File: config.mk
export PLATFORM = sky130hd
export DESIGN_NAME = mul_share_arbiter
export DESIGN_NICKNAME = d
export VERILOG_FILES = /design/src/rtl/mul_share_arbiter.sv
export SDC_FILE = /design/constraint.sdc
export NUM_CORES = 1
export LEC_CHECK = 0
export BUFFER_PORTS_ARGS = -buffer_cell sky130_fd_sc_hd__buf_2
export CAP_MARGIN = 20
export CORE_ASPECT_RATIO = 0.7
export CORE_MARGIN = 4
export CORE_UTILIZATION = 45
export CTS_CLUSTER_DIAMETER = 30
export DETAILED_ROUTE_END_ITERATION = 10
export PLACE_DENSITY = 0.69
export SYNTH_ARGS = -nofsm -noshare
export SYNTH_HDL_FRONTEND = slang
export SYNTH_SLANG_ARGS = --single-unit
File: constraint.sdc
create_clock -name clk -period 3.2 [get_ports clk]
set_input_delay 0.16 -clock clk [delete_from_list [all_inputs] [get_ports clk]]
set_output_delay 0.16 -clock clk [all_outputs]
set_load 0.01 [all_outputs]
File: src/rtl/mul_share_arbiter.sv
// Round-robin front-end sharing one combinational multiplicador between two
// requesters; operands and product are registered, the tagged result is held until acked.

module multiplicador #(
  parameter int N = 4
) (
  input  logic [N-1:0] A,
  input  logic [N-1:0] B,
  output logic [N-1:0] R,
  output logic [N-1:0] Of
);
  logic [2*N-1:0] p;

  assign p       = {{N{1'b0}}, A} * {{N{1'b0}}, B};
  assign {Of, R} = p;
endmodule

module mul_share_arbiter #(
  parameter int N    = 4,
  parameter int CNTW = 8
) (
  input  logic            clk,
  input  logic            rst,
  input  logic [1:0]      req_valid,
  input  logic [N-1:0]    req_x0,
  input  logic [N-1:0]    req_y0,
  input  logic [N-1:0]    req_x1,
  input  logic [N-1:0]    req_y1,
  output logic [1:0]      req_ready,
  output logic            rsp_valid,
  output logic            rsp_id,
  output logic [N-1:0]    rsp_r,
  output logic [N-1:0]    rsp_hi,
  output logic            rsp_ovf,
  input  logic            rsp_ack,
  output logic            busy,
  output logic [CNTW-1:0] ops_done
);
  typedef enum logic [1:0] {IDLE, CALC, RESP} state_t;

  state_t          state_q, state_d;
  logic            ptr_q, ptr_d;
  logic [N-1:0]    x_q, x_d, y_q, y_d;
  logic            id_q, id_d;
  logic            rsp_id_q, rsp_id_d;
  logic [N-1:0]    rsp_r_q, rsp_r_d, rsp_hi_q, rsp_hi_d;
  logic            rsp_ovf_q, rsp_ovf_d;
  logic [CNTW-1:0] ops_q, ops_d;
  logic            gnt;
  logic [N-1:0]    mul_r, mul_of;

  multiplicador #(.N(N)) u_mul (
    .A  (x_q),
    .B  (y_q),
    .R  (mul_r),
    .Of (mul_of)
  );

  // ptr_q names the requester favoured when both are valid.
  assign gnt = (&req_valid) ? ptr_q : req_valid[1];

  always_comb begin
    state_d   = state_q;
    ptr_d     = ptr_q;
    x_d       = x_q;
    y_d       = y_q;
    id_d      = id_q;
    rsp_id_d  = rsp_id_q;
    rsp_r_d   = rsp_r_q;
    rsp_hi_d  = rsp_hi_q;
    rsp_ovf_d = rsp_ovf_q;
    ops_d     = ops_q;
    req_ready = '0;
    case (state_q)
      IDLE: begin
        if (|req_valid) begin
          req_ready[gnt] = 1'b1;
          x_d     = gnt ? req_x1 : req_x0;
          y_d     = gnt ? req_y1 : req_y0;
          id_d    = gnt;
          state_d = CALC;
        end
      end
      CALC: begin
        rsp_r_d   = mul_r;
        rsp_hi_d  = mul_of;
        rsp_ovf_d = |mul_of;
        rsp_id_d  = id_q;
        state_d   = RESP;
      end
      RESP: begin
        if (rsp_ack) begin
          state_d = IDLE;
          ptr_d   = ~rsp_id_q;
          if (ops_q != '1) ops_d = ops_q + 1'b1;
        end
      end
      default: state_d = IDLE;
    endcase
  end

  always_ff @(posedge clk or posedge rst) begin
    if (rst) begin
      state_q   <= IDLE;
      ptr_q     <= 1'b0;
      x_q       <= '0;
      y_q       <= '0;
      id_q      <= 1'b0;
      rsp_id_q  <= 1'b0;
      rsp_r_q   <= '0;
      rsp_hi_q  <= '0;
      rsp_ovf_q <= 1'b0;
      ops_q     <= '0;
    end else begin
      state_q   <= state_d;
      ptr_q     <= ptr_d;
      x_q       <= x_d;
      y_q       <= y_d;
      id_q      <= id_d;
      rsp_id_q  <= rsp_id_d;
      rsp_r_q   <= rsp_r_d;
      rsp_hi_q  <= rsp_hi_d;
      rsp_ovf_q <= rsp_ovf_d;
      ops_q     <= ops_d;
    end
  end

  assign rsp_valid = (state_q == RESP);
  assign busy      = (state_q != IDLE);
  assign rsp_id    = rsp_id_q;
  assign rsp_r     = rsp_r_q;
  assign rsp_hi    = rsp_hi_q;
  assign rsp_ovf   = rsp_ovf_q;
  assign ops_done  = ops_q;
endmodule
Word-level counts from Yosys, hierarchy flattened
Index checks and enable logic that the tools add are counted.
{ "classes": {"addsub": 1, "multipliers": 1, "order_cmp": 2, "eq_ne": 5, "muxes": 10, "bitwise_logic": 1, "n_reduce_logical": 10} }
{ "ops": {"columns": ["cell", "n"], "rows": [
  ["$add 8x1->8 const B", 1],
  ["$mul 4x4->8", 1],
  ["$mux 2", 4],
  ["$mux 4", 2],
  ["$ne 8x8->1 const B", 1],
  ["$reduce_and 2->1", 4],
  ["$pmux 2 s3", 1],
  ["$reduce_or 4->1", 1],
  ["$reduce_and 3->1", 1],
  ["$eq 2x1->1 const B", 1],
  ["$eq 2x2->1 const B", 1],
  ["$logic_not 2->1", 1],
  ["$lt 1x2->1 const B", 1],
  ["$mux 1", 2],
  ["$ne 2x1->1 const B", 1],
  ["$ne 2x2->1 const B", 1],
  ["$reduce_bool 2->1", 1],
  ["$reduce_or 2->1", 1],
  ["$demux 1 s1", 1],
  ["$ge 1x1->1 const B", 1],
  ["$logic_and 1x1->1", 1],
  ["$not 1->1", 1]
]} }
{ "word_totals": {"reg_bits": 30, "inputBits": 21, "output_inout_bits": 22, "elab_cells": 40} }

Depth between registers and ports, before layout
{ "depth": {"ltp_word": 8, "ltp_mapped": 11, "mapped_depth_nobuf": 11} }

Cells and area by module
Synthesis repeated with hierarchy kept, for this count alone.
{ "hier_totals": {"cells_unflattened": 178, "area_unflattened_um2": 1895.6} }
{ "modules_own_cells": {"columns": ["mod", "instances", "cells_per_inst", "area_each_um2", "seq_area_each_um2"], "rows": [
  ["mul_share_arbiter", 1, 127, 1447.6, 750.7],
  ["multiplicador", 1, 51, 447.9, 0.0]
]} }

Least setup slack after synthesis
OpenSTA, ideal clock, no wires.
{ "synth_timing": {"kind": "reg2reg", "start": "register x_q[0]", "end": "register rsp_ovf_q, in the netlist rsp_ovf", "setup_ns": 0.128, "arrival_time_ns": 2.732, "t_required_ns": 3.072, "path_slack_ns": 0.340, "path_stages_with_launch": 12, "path_buffers": 0, "period_less_slack_ns": 2.860, "cell_sequence": "dfrtp_1 nand2_1 fa_1 inv_1 fa_1 inv_1 fa_1 nand2b_1 a21oi_1 xor2_1 nor4_1 a21oi_1"} }
{ "synth_between": {"elab_chain_len": 2} }
{ "synth_rtl": {"columns": ["item", "line", "rtl"], "rows": [
  ["start, declared", "43", "logic [N-1:0] x_q, x_d, y_q, y_d;"],
  ["start signal, assigned", "106", "x_q <= '0;"],
  ["start signal, assigned", "117", "x_q <= x_d;"],
  ["$mul 4x4->8", "14", "assign p = {{N{1'b0}}, A} * {{N{1'b0}}, B};"],
  ["$reduce_or 4->1", "87", "rsp_ovf_d = |mul_of;"],
  ["end signal, assigned", "123", "rsp_ovf_q <= rsp_ovf_d;"],
  ["end, declared", "47", "logic rsp_ovf_q, rsp_ovf_d;"]
]} }
No other way between the ends.
A chain may end at the register's enable or synchronous reset.

Worst setup path after layout
{ "layout_timing": {"start": "register y_q[3]", "end": "register rsp_ovf_q, in the netlist rsp_ovf"} }
{ "layout_between": {"elab_chain_len": 2} }
{ "layout_rtl": {"columns": ["item", "line", "rtl"], "rows": [
  ["start, declared", "43", null],
  ["start signal, assigned", "118", "y_q <= y_d;"],
  ["$mul 4x4->8", "14", null],
  ["$reduce_or 4->1", "87", null]
]} }
No other way between the ends.

==> results.tsv <==
metric	value	unit
outcome	finished clean	
cts_inserted_buffers	5	
ys_warn_count	0	
cp_top_family	adder cells	
drv_cap	0	
grt_antenna_before_repair	0	
num_io_pins	43	
cts-root-buf	clkbuf_8	
vias	1277	
leakage	1.14	nW
wl_per_cell	13.1	µm
rsz0062_at_grt	false	
dieWidth	82.0	µm
syn_to_final_growth	25.5	%
critPathSlowestCell	fa_1	
min_path_cells	2	
cp.arrival	3.18	ns
fillCellCount	329	
tightest_slew	0.635	ns
fin_crit_sh	93.1	%
io_buffer_count	42	
antenna-diode-count	0	
rows	18	
final_nets	250	
synth_nets	201	
coreArea	3600	µm²
crit_required	3.40	ns
fin_tns_setup	0	ns
min_path_type	in -> reg	
gr-total-overflow	0	
syn-cell-area	1720	µm²
htreeDepth	2	
min_from	rsp_ack	
path_buf_inv	2	
hold_viol_final	0	
die_h	59.8	µm
avgSynthCellArea	10.6	µm²
hold_end	state_q[1]	
clk_pin_slew_worst_paths	0.06	ns
track_usage	16.4	%
whs	0.129	ns
vdd_ir_drop_max	0.488	mV
worstSetupPathType	reg -> reg	
insertion_delay	0.28	ns
synth_seq_cells	30	
seq_area_frac_synth	43.5	%
drv_slew	0	
relSlewSlack	57.7	%
path_cells	nand2_1 -> fa_1 -> inv_1 -> fa_1 -> inv_1 -> fa_2 -> nand2b_1 -> a21oi_2 -> xor2_2 -> nor4_2 -> a21oi_1	
crit-reg2reg-launch	y_q[3]	
drc	0	
grt_pass1_vias	1313	
gp_congestion	0.838	
ff2ff_setup_slack	0.22	ns
initialDrtViolationCount	21	
start_util	47.8	%
ys_types	29	
drive_gt1_share	32.4	%
clk_path_buf_depth	2	
rr_worst_depth	11	
startpoint	y_q[3]	
setup_violations	0	
die-area	4900	µm²
critical_path.max_stage_delay	0.56	ns
grt_pass1_wl	6.04	mm
grt_max_degree	31	
timing.rr.end	rsp_ovf	
cts_tree	built	
fmax	335	MHz
cp-end-kind	flop	
power_density	916	nW/µm²
first_pass_iters	4	
fin_crit	2.98	ns
worstPathMaxFanout	5	
hpwlAfterDp	2.69	mm
fin_skew	0.00685	ns
wirelength	3.45	mm
antenna_left	0	
synthCells	163	
viasPerCell	4.86	
cts.sinks	30	
worst_setup_path_start_kind	flop	
## cells by family after synthesis
logic type / count (synthesis) / share of synthesized area, %
mux: 15 / 9.22
compound gates: 23 / 8.78
simple gates: 52 / 15.3
xor+xnor: 11 / 5.59
flops: 30 / 43.5
buf+inv: 15 / 3.48
fa+ha+maj: 17 / 14.1
## stage by stage
| step | util, % | cell area, µm² | instances | power, W | setup slack [ns] |
|---|---|---|---|---|---|
| after floorplan | - | 1720 | 163 | 0.00130 | 0.340 |
| after global placement | 55.1 | 1990 | 252 | 0.00153 | 0.248 |
| after detailed placement | 55.1 | 1990 | 252 | 0.00158 | 0.113 |
| after CTS | 58.2 | 2100 | 260 | 0.00198 | 0.0498 |
| after global routing | 60.0 | 2160 | 263 | 0.00218 | 0.0102 |
| final | 60.0 | 2160 | 263 | 0.00198 | 0.219 |
## worst max path at each step
| stage | depth (start not counted) | slack (ns) | endpoint |
|---|---|---|---|
| 2_1_floorplan | 11 | 0.34 | rsp_ovf |
| 3_3_place_gp | 11 | 0.25 | rsp_ovf |
| 3_5_place_dp | 11 | 0.11 | rsp_ovf |
| 4_1_cts | 11 | 0.05 | rsp_ovf |
| 5_1_grt | 11 | 0.01 | rsp_ovf |
| 6_report | 11 | 0.22 | rsp_ovf |
## flip-flops by register name (all words and copies together), names as in the netlist
| name | cells |
|---|---|
| id_q | 1 |
| ops_done | 8 |
| ptr_q | 1 |
| rsp_hi | 4 |
| rsp_id | 1 |
| rsp_ovf | 1 |
| rsp_r | 4 |
| state_q | 2 |
| x_q | 4 |
| y_q | 4 |
## routing by layer
layer	GRT usage, %	part of all wire (%)	vias up
met4	4.98	1.7	0
met3	4.52	6.6	7
met5	0	0	-
met2	26.0	45	40
met1	22.1	46	590
li1	-	-	640
## Yosys cell counts, drive strengths merged
cell | count | area share, %
xor2 | 6 | 3.0
nor2b | 2 | 0.73
a21o | 1 | 0.44
mux2i | 8 | 4.6
dfrtp | 30 | 44
nor4 | 1 | 0.36
and4 | 1 | 0.65
buf | 3 | 0.87
nand3b | 1 | 0.44
mux2 | 7 | 4.6
nand3 | 2 | 0.58
fa | 4 | 4.6
or2 | 1 | 0.36
a41oi | 1 | 1.6
and2 | 9 | 3.3
a21oi | 3 | 0.87
nand2b | 3 | 1.1
nand2 | 21 | 4.6
clkbuf | 1 | 0.22
o21ai | 15 | 4.4
and3 | 1 | 0.65
o21bai | 2 | 1.1
ha | 13 | 9.4
a211oi | 1 | 0.44
xnor2 | 5 | 2.5
inv | 11 | 2.4
nand4 | 3 | 1.1
nor2 | 7 | 1.5
## report_power, final
part / switching, W / leakage, nW / internal [W]
registers: 0.000129 / 0.379 / 0.000534
logic: 0.000521 / 0.707 / 0.000431
clock network: 0.000133 / 0.0524 / 0.000233
total: 0.000783 / 1.14 / 0.00120
## final cells by class
cell class	count	area [µm²]	area share [%]
multi-input combinational	118	938	43.4
inverter	11	41.3	1.91
tap	50	62.6	2.89
sequential	30	752	34.8
timing repair buffer	46	263	12.1
clock inverter	1	30.0	1.39
clock buffer	7	76.3	3.53
## worst reg2reg max path: stages (launching register included)
cell and delay [ns]:
dfrtp_1 0.39, nand2_1 0.09, fa_1 0.53, inv_1 0.05, fa_1 0.56, inv_1 0.07
fa_2 0.41, nand2b_1 0.16, a21oi_2 0.19, xor2_2 0.20, nor4_2 0.06, a21oi_1 0.18
## timing repair
action | in CTS | in global routing
endpoints found under the setup margin | 1 | 2
cloned | 0 | 0
setup buffers | 0 | 1
hold endpoints to repair | 0 | 6
gates resized for setup | 1 | 5
hold buffers | 0 | 1
pin swaps | 0 | 1
## layout by cell type, fill, tap and decap left out, types with 7 or more instances in the layout
cell     netlist  final
and2_1         9      9
buf_2          3     42
inv_1         11     11
nor2_1         7      7
nand2_1       21     21
dfrtp_1       30     29
mux2i_1        8      8
ha_1          13     13
o21ai_0       15     15
mux2_2         7      7
Power figures use the tool's default switching activity.
